--- src/rtl/ascon_pack.sv ---
// ascon_pack: shared state encoding and round-counter constants for the Ascon control FSM
package ascon_pack;
  typedef enum logic [2:0] {
    ST_IDLE, ST_INIT, ST_WAIT_AD, ST_AD, ST_WAIT_PT, ST_PT, ST_FINAL, ST_DONE
  } state_ctrl_t;
  localparam logic [3:0] ROUND_START_A = 4'd0;
  localparam logic [3:0] ROUND_START_B = 4'd6;
  localparam logic [3:0] ROUND_LAST    = 4'd11;
endpackage

--- src/rtl/ascon_round_counter.sv ---
// ascon_round_counter: loadable 4-bit round counter with last-round flag
// Ports: clock_i/resetb_i (async active-low), load_i/load_val_i load, en_i increment,
//        cnt_o current round index, last_o high when cnt_o is the final round (11).
module ascon_round_counter
  import ascon_pack::*;
(
  input  logic       clock_i,
  input  logic       resetb_i,
  input  logic       load_i,
  input  logic [3:0] load_val_i,
  input  logic       en_i,
  output logic [3:0] cnt_o,
  output logic       last_o
);
  logic [3:0] cnt_q;
  always_ff @(posedge clock_i or negedge resetb_i)
    if (!resetb_i) cnt_q <= '0;
    else if (load_i) cnt_q <= load_val_i;
    else if (en_i) cnt_q <= cnt_q + 4'd1;
  assign cnt_o  = cnt_q;
  assign last_o = cnt_q == ROUND_LAST;
endmodule

--- src/rtl/ascon_ctrl_fsm.sv ---
// ascon_ctrl_fsm: sequencing FSM for one Ascon-128 encryption (init p12, AD p6, PT p6, final p12)
// Ports: clock_i/resetb_i (async active-low); start_i, data_valid_i, data_last_i handshake in;
//        data_ready_o, counter_o, data_sel_o, en_xor_*_o, en_reg_state_o, en_cipher_o,
//        en_tag_o, cipher_valid_o, busy_o, done_o to the datapath / top level.
// Build option: define ASCON_MULTI_AD_EN to accept several AD blocks (last one flagged by data_last_i).
module ascon_ctrl_fsm
  import ascon_pack::*;
#(
  parameter int ROUNDS_A = 12,
  parameter int ROUNDS_B = 6
) (
  input  logic       clock_i,
  input  logic       resetb_i,
  input  logic       start_i,
  input  logic       data_valid_i,
  input  logic       data_last_i,
  output logic       data_ready_o,
  output logic [3:0] counter_o,
  output logic       data_sel_o,
  output logic       en_xor_data_o,
  output logic       en_xor_key_o,
  output logic       en_xor_key_end_o,
  output logic       en_xor_lsb_o,
  output logic       en_reg_state_o,
  output logic       en_cipher_o,
  output logic       en_tag_o,
  output logic       cipher_valid_o,
  output logic       busy_o,
  output logic       done_o
);
  localparam logic [3:0] START_A = 4'(12 - ROUNDS_A);
  localparam logic [3:0] START_B = 4'(12 - ROUNDS_B);
  state_ctrl_t state_q, state_d;
  logic        cipher_valid_q;
  logic        last, accept, active, first, ad_final, load;
  logic [3:0]  load_val;
`ifdef ASCON_MULTI_AD_EN
  logic        ad_last_q;
  assign ad_final = ad_last_q;
`else
  assign ad_final = 1'b1;
`endif
  assign data_ready_o = state_q == ST_WAIT_AD || state_q == ST_WAIT_PT;
  assign accept       = data_ready_o && data_valid_i;
  assign active       = state_q inside {ST_INIT, ST_AD, ST_PT, ST_FINAL};
  always_comb begin
    state_d = state_q;
    case (state_q)
      ST_IDLE, ST_DONE: state_d = start_i ? ST_INIT : state_q;
      ST_INIT:          state_d = last ? ST_WAIT_AD : state_q;
      ST_WAIT_AD:       state_d = accept ? ST_AD : state_q;
      ST_AD:            state_d = last ? (ad_final ? ST_WAIT_PT : ST_WAIT_AD) : state_q;
      ST_WAIT_PT:       state_d = accept ? (data_last_i ? ST_FINAL : ST_PT) : state_q;
      ST_PT:            state_d = last ? ST_WAIT_PT : state_q;
      ST_FINAL:         state_d = last ? ST_DONE : state_q;
      default:          state_d = ST_IDLE;
    endcase
  end
  // Counter is (re)loaded only when entering a phase whose start value differs from
  // where it stands; WAIT->AD/PT keeps the START_B preset loaded on entering WAIT.
  assign load     = state_d != state_q && state_d inside {ST_INIT, ST_FINAL, ST_WAIT_AD, ST_WAIT_PT};
  assign load_val = (state_d == ST_INIT || state_d == ST_FINAL) ? START_A : START_B;
  ascon_round_counter u_cnt (
    .clock_i    (clock_i),
    .resetb_i   (resetb_i),
    .load_i     (load),
    .load_val_i (load_val),
    .en_i       (active && !last),
    .cnt_o      (counter_o),
    .last_o     (last)
  );
  assign first = counter_o == ((state_q == ST_INIT || state_q == ST_FINAL) ? START_A : START_B);
  always_ff @(posedge clock_i or negedge resetb_i)
    if (!resetb_i) begin
      state_q        <= ST_IDLE;
      cipher_valid_q <= 1'b0;
    end else begin
      state_q        <= state_d;
      cipher_valid_q <= en_cipher_o;
    end
`ifdef ASCON_MULTI_AD_EN
  always_ff @(posedge clock_i or negedge resetb_i)
    if (!resetb_i) ad_last_q <= 1'b0;
    else if (accept && state_q == ST_WAIT_AD) ad_last_q <= data_last_i;
`endif
  assign en_reg_state_o   = active;
  assign data_sel_o       = active && !(state_q == ST_INIT && first);
  assign en_xor_data_o    = state_q inside {ST_AD, ST_PT, ST_FINAL} && first;
  assign en_cipher_o      = state_q inside {ST_PT, ST_FINAL} && first;
  assign en_xor_key_o     = state_q == ST_FINAL && first;
  assign en_xor_key_end_o = state_q inside {ST_INIT, ST_FINAL} && last;
  assign en_xor_lsb_o     = state_q == ST_AD && last && ad_final;
  assign en_tag_o         = state_q == ST_FINAL && last;
  assign cipher_valid_o   = cipher_valid_q;
  assign busy_o           = !(state_q == ST_IDLE || state_q == ST_DONE);
  assign done_o           = state_q == ST_DONE;
endmodule

--- config.mk ---
export PLATFORM = sky130hd
export DESIGN_NAME = ascon_ctrl_fsm
export DESIGN_NICKNAME = d
export VERILOG_FILES = /design/src/rtl/ascon_pack.sv /design/src/rtl/ascon_round_counter.sv /design/src/rtl/ascon_ctrl_fsm.sv
export SDC_FILE = /design/constraint.sdc
export NUM_CORES = 1
export LEC_CHECK = 0
export BUFFER_PORTS_ARGS = -buffer_cell sky130_fd_sc_hd__buf_2
export CAP_MARGIN = 20
export CORE_UTILIZATION = 30
export CTS_CLUSTER_DIAMETER = 200
export CTS_CLUSTER_SIZE = 25
export DETAILED_ROUTE_END_ITERATION = 7
export HOLD_SLACK_MARGIN = 0.08
export SLEW_MARGIN = 20
export SYNTH_ARGS = -nofsm -noshare
export SYNTH_HDL_FRONTEND = slang
export SYNTH_SLANG_ARGS = --single-unit
--- constraint.sdc ---
create_clock -name clock_i -period 2.5 [get_ports clock_i]
set_input_delay 0.5 -clock clock_i [delete_from_list [all_inputs] [get_ports clock_i]]
set_output_delay 0.5 -clock clock_i [all_outputs]
set_load 0.05 [all_outputs]
==> results of run 1 <==
## Yosys cell counts (all sizes together), types with 2 or more instances
library cell	number
nand3b	4
o21ai	3
nor2	10
buf	4
a211oi	2
dfrtp	8
nand3	2
and3	4
nand2b	3
xor2	3
nor2b	3
clkbuf	2
a21oi	3
nor3	3
nand2	6
a21boi	3
and2	2
## routing by layer
layer / vias to the layer above / track usage (%)
li1: 363 / -
met1: 344 / 20.1
met2: 20 / 24.5
met3: 0 / 5.86
met4: 0 / 4.29
met5: - / 0
## worst max-delay path, stage by stage, from the launching register on
cell	delay, ps
dfrtp_1	380
or3b_4	410
a211o_1	300
a211oi_4	270
and3_4	240
buf_8	140
## worst paths after layout
path | slack, ps | to | startpoint | cells after the start
max in group asynchronous | 1710 | state_q[0] | resetb_i | 2
worst max-delay path | 20 | en_cipher_o | state_q[2] | 5
worst min-delay path | 500 | state_q[0] | data_valid_i | 3
worst min register to register | 670 | u_cnt.cnt_o[1] | state_q[0] | 2
worst max register to register | 850 | cipher_valid_o | state_q[2] | 4
min in group asynchronous | 620 | cipher_valid_o | resetb_i | 2
## kinds of logic (layout without fill, tap and decap cells)
family	count (synthesis)	in the layout	synth area share (%)
and+or+nand+nor	42	42	33.3
AOI/OAI and AO/OA	22	22	23.7
DFF	8	8	29.1
buffers and inverters	8	34	5.47
xor gates and xnor gates	4	4	5.10
adders and majority gates	1	1	1.82
muxes	1	1	1.46
## cells in the final DEF, fill, tap and decap left out, types with 2 or more instances in the layout
| cell type | count |
|---|---|
| nor2b_1 | 3 |
| buf_4 | 8 |
| nand3b_1 | 4 |
| nor3_1 | 3 |
| nand2b_1 | 3 |
| xor2_1 | 3 |
| and2_1 | 2 |
| buf_6 | 4 |
| nor2_1 | 10 |
| dfrtp_1 | 8 |
| a21boi_0 | 2 |
| o21ai_0 | 3 |
| clkbuf_4 | 3 |
| a21oi_1 | 2 |
| nand2_1 | 6 |
| buf_2 | 16 |
| nand3_1 | 2 |
| and3_1 | 3 |
## timing repair
| item | 4_1_cts | 5_1_grt |
|---|---|---|
| endpoints found under the hold margin | 8 | 0 |
| gates resized for setup | 6 | 7 |
| buffers inserted | 0 | 1 |
| pin swaps | 4 | 1 |
| setup endpoints to repair | 4 | 4 |
| hold buffers | 1 | 0 |
## registers in the layout (all words and copies together) (netlist names)
name,flops
cipher_valid_o,1
state_q,3
u_cnt.cnt_o,4
## layout make-up
cell class                      count  area [sq um]
Timing Repair Buffer               30           210
Clock buffer                        3          22.5
Inverter                            1          3.75
Tap cell                           27          33.8
Multi-Input combinational cell     70           472
Sequential cell                     8           200
Fill cell                         223          1120
## metrics by stage
| stage | setup WS [ps] | cell area (sq um) | utilization, % | setup TNS (ps) | std cells |
|---|---|---|---|---|---|
| after global routing | -93.2 | 942 | 45.7 | -268 | 139 |
| after CTS | -0.310 | 903 | 43.8 | -0.310 | 138 |
| after floorplan | 42.4 | 694 | - | 0 | 86 |
| after global placement | 162 | 855 | 41.4 | 0 | 134 |
| final | 18.2 | 942 | 45.7 | 0 | 139 |
| after detailed placement | 117 | 855 | 41.4 | 0 | 134 |
==> results.py, run 1 <==
metrics = {
    "grt": {
        "antenna_found_initial": 0,
        "grt_use_total_pct": 15.7,
        "grt_pass1_wl_mm": 2.92,
        "grt_max_degree": 20,
        "overflow": 0,
        "grt_pass1_vias": 635,
    },
    "yosys": {
        "ys_seq_elements": 8,
        "synth_area_sq_um": 687,
        "async_flop_share_pct": 100,
        "synth_area_per_cell_sq_um": 7.99,
        "yosysWarnings": 0,
        "synth_area_leader_cell": "dfrtp_1",
        "syn_inst": 86,
        "syn-num-nets": 92,
        "seq_area_frac_synth_pct": 29.1,
        "ys.flop_type": "dfrtp_1",
        "synth_area_leaders": "dfrtp_1, nor2_1, nand3b_1, xor2_1, and3_1",
        "yosysUniqueCellTypes": 41,
        "synth_top_area_share_pct": 29.1,
        "synth_edf_count": 0,
    },
    "floorplanning": {
        "rows": 16,
        "core_area_sq_um": 2060,
        "die-area_sq_um": 2490,
        "die_h_um": 49.9,
        "io_pins": 21,
        "die_w_um": 49.9,
        "start_util_pct": 33.3,
    },
    "drt": {
        "wl_met1_um": 782,
        "wirelength_mm": 1.74,
        "drt_pre_antenna_iters": 4,
        "top_layer_used": "met3",
        "drcViolationCount": 0,
        "vias": 727,
        "viasPerCell": 5.23,
        "dr_wl_met2_um": 867,
        "postRouteAntennaNets": 0,
        "wire_per_inst_um": 12.5,
        "drtIter0Drc": 16,
        "route.met3.wl_um": 93,
    },
    "clock_network": {
        "clockBufferDepth": 2,
        "cts_tree": "yes",
        "clk_pin_slew_worst_paths_ps": 50,
        "htree_levels": 1,
        "clk_latency_ps": 250,
        "cts_buffers": 3,
        "cts.sinks": 8,
        "cts-root-buf": "clkbuf_4",
    },
    "timing": {
        "fmax_mhz": 403,
        "rsz0062_at_grt": "yes",
        "final_hold_viol_count": 0,
        "setup-violations-final": 0,
        "hold_slack_ps": 497,
        "fin_worst_skew_ps": 3.58,
        "worst_pin_slew_ps": 342,
        "fin_crit_ps": 2480,
        "maxSlewHeadroom_pct": 77.0,
        "slew_violations": 0,
        "finalCritPeriodShare_pct": 99.3,
    },
    "finish": {
        "drive_gt1_share_pct": 34.8,
        "syn_to_final_growth_pct": 37.2,
        "diodes": 0,
        "finalNetCount": 120,
    },
    "placement": {
        "dpl.hpwl_mm": 1.31,
        "portBuffers": 20,
        "gp_congestion": 0.834,
    },
    "status": {
        "status": "finished, final reports clean",
    },
    "critical_path": {
        "end_kind": "output port",
        "cp-start-kind": "flop",
        "crit_path_max_fanout": 4,
        "cp_data_arrival_time_ps": 1980,
        "worstSetupPathType": "reg -> out",
        "cp.required_ps": 2000,
    },
    "worst_hold_path": {
        "min_path_type": "in -> reg",
    },
    "run": {
        "drv_cap": 0,
    },
}
Power of run 1 is not shown: default switching activity piles up to over one toggle a cycle in this logic, so the estimate is an artifact.
==> run 2: changes to the inputs <==
- GPL_TIMING_DRIVEN: not set -> 0
- SYNTH_HIERARCHICAL: not set -> 1
==> results.py, run 2 <==
metrics = {
    "status": {
        "status": "finished, final reports clean",
    },
    "yosys": {
        "synth_top_area_share_pct": 28.9,
        "synth_area_leader_cell": "dfrtp_1",
        "synth_mux_area_share_pct": 3.07,
        "synthAdderAreaFrac_pct": 1.81,
        "seq_area_frac_synth_pct": 28.9,
        "synthTopCellsByCount": "nor2_1, nand2_1, dfrtp_1, o21ai_0",
        "yosys.area_share.simple_pct": 26.7,
        "synth_xor_area_share_pct": 6.32,
        "synth_compound_area_share_pct": 25.5,
        "async_flop_share_pct": 100,
        "synth.most_common_cell": "nor2_1",
        "yosysWarnings": 6,
        "ys_seq_elements": 8,
        "yosysUniqueCellTypes": 40,
        "synth_area_per_cell_sq_um": 8.15,
        "synth_edf_count": 0,
        "synth_top_family_by_area": "simple AND/OR/NAND/NOR gates",
        "syn_inst": 85,
        "synth_area_sq_um": 693,
        "ys.flop_type": "dfrtp_1",
        "synth_area_leaders": "dfrtp_1, nor2_1, xnor2_1, nand2_1, o311ai_4",
    },
    "finish": {
        "most-common-layout-cells": "buf_2, nor2_1, nand2_1",
        "postLayoutCoreUtil_pct": 42.2,
        "fin_cells": 141,
        "n_fill_cell": 224,
        "final_common_cell": "buf_2",
        "finalNetCount": 120,
        "diodes": 0,
        "syn_to_final_growth_pct": 33.4,
        "drive_gt1_share_pct": 38.1,
        "largest_register_ffs": 4,
    },
    "critical_path": {
        "crit_path_max_fanout": 7,
        "cp-start-kind": "flop",
        "cpLargestDelayFamily": "compound AO/OA/AOI/OAI gates",
        "end_kind": "flop",
        "cp_data_arrival_time_ps": 2480,
        "cp_num_buf_inv": 0,
        "critical-path-max-stage-delay_ps": 470,
        "critical_path.startpoint": "u_cnt/cnt_o[0]",
        "timing.rr.start": "u_cnt/cnt_o[0]",
        "path_cells": "ha_1 -> and3b_1 -> and3_1 -> a31oi_2 -> o311ai_4 -> a221oi_4 -> mux2_2",
        "cp.required_ps": 2650,
        "slowest_stage": "dfrtp_2",
        "worstSetupPathType": "reg -> reg",
    },
    "drt": {
        "drcViolationCount": 0,
        "wire_per_inst_um": 12.1,
        "viasPerCell": 5.04,
        "drtIter0Drc": 14,
        "vias": 711,
        "drt_pre_antenna_iters": 4,
        "postRouteAntennaNets": 0,
        "wirelength_mm": 1.71,
    },
    "timing": {
        "finalCritPeriodShare_pct": 93.3,
        "fin_ws_ps": 167,
        "hold_slack_ps": 531,
        "rsz0062_at_grt": "no",
        "fin_worst_skew_ps": 14.3,
        "fin_crit_ps": 2330,
        "setup-violations-final": 0,
        "slew_violations": 0,
        "fmax_mhz": 429,
        "final_hold_viol_count": 0,
    },
    "floorplanning": {
        "start_util_pct": 31.6,
        "die-area_sq_um": 2510,
        "die_w_um": 50.1,
        "io_pins": 21,
        "rows": 17,
        "core_area_sq_um": 2190,
        "die_h_um": 50.1,
    },
    "run": {
        "drv_cap": 0,
    },
    "worst_hold_path": {
        "min_path_type": "in -> reg",
        "hold_start": "start_i",
    },
    "clock_network": {
        "clk_pin_slew_worst_paths_ps": 70,
        "htree_levels": 1,
        "cts_tree": "yes",
        "clk_latency_ps": 260,
        "clockBufferDepth": 2,
        "cts_buffers": 3,
        "cts.sinks": 8,
        "cts-root-buf": "clkbuf_4",
    },
    "grt": {
        "grt_max_degree": 11,
        "grt_use_total_pct": 14.5,
        "grt_pass1_wl_mm": 2.66,
        "antenna_found_initial": 0,
        "grt_pass1_vias": 585,
        "overflow": 0,
    },
    "placement": {
        "placed_cells": 134,
        "dpl.hpwl_mm": 1.26,
        "gp_congestion": 0.854,
        "portBuffers": 20,
        "place_ws_ps": -44.6,
    },
}
run 2: cell count changes in the layout (fill, tap and decap cells not counted), moves of 3 or more:
| cell | before | now |
|---|---|---|
| buf_2 | 16 | 21 |
| buf_4 | 8 | 4 |
| buf_6 | 4 | 1 |
| inv_1 | 1 | 4 |
| nand2_1 | 6 | 9 |
| nand3b_1 | 4 | 1 |
| nor2b_1 | 3 | 0 |
run 2: path summary, 6_finish.rpt:
kind	to	slack, ps	cells past startpoint
setup / recovery	u_cnt/cnt_o[3]	170	7
hold / removal	state_q[2]	530	2
setup reg to reg	u_cnt/cnt_o[3]	170	7
hold reg to reg	cipher_valid_o	580	1
max in group asynchronous	state_q[1]	1700	2
min in group asynchronous	u_cnt/cnt_o[3]	610	2
run 2: cell families after synthesis:
kind of cell,count (synthesis)
DFF,8
adders and majority gates,1
muxes,2
other,1
and+or+nand+nor,37
xor gates and xnor gates,5
AOI/OAI and AO/OA,22
buffers and inverters,9
run 2: timing repair:
action / CTS / global route
hold endpoints to repair: 4 / 0
pin swaps: 0 / 1
buffers inserted: 0 / 2
endpoints found under the setup margin: 1 / 1
hold buffers: 1 / 0
gates resized for setup: 1 / 0
run 2: worst reg2reg max path: cells and delay by family, from the launching register on:
family / cells / cell delay, ps
flops: 1 / 470
compound gates: 3 / 710
fa+ha+maj: 1 / 230
mux: 1 / 370
simple gates: 2 / 450
run 2: layout make-up:
class	instances	area (sq um)	area share, %
Buffer	4	31.3	3.38
Clock buffer	4	26.3	2.84
Inverter	5	18.8	2.03
Multi-Input combinational cell	69	487	52.6
Sequential cell	8	201	21.8
Tap cell	28	35.0	3.79
Timing Repair Buffer	23	125	13.5
run 2: per-stage QoR:
stage	TNS (ps)	area, sq um
floorplan	0	727
global placement	-23.4	862
detailed placement	-44.6	862
CTS	0	910
global route	0	925
finish	0	925
run 2: per-layer routing:
layer / GRT usage [%] / share of wire, %
met5: 0 / 0
met1: 17.3 / 47
met4: 7.14 / 1.3
met3: 2.78 / 2.7
met2: 24.4 / 49
Power of run 2 is left out for the same reason.
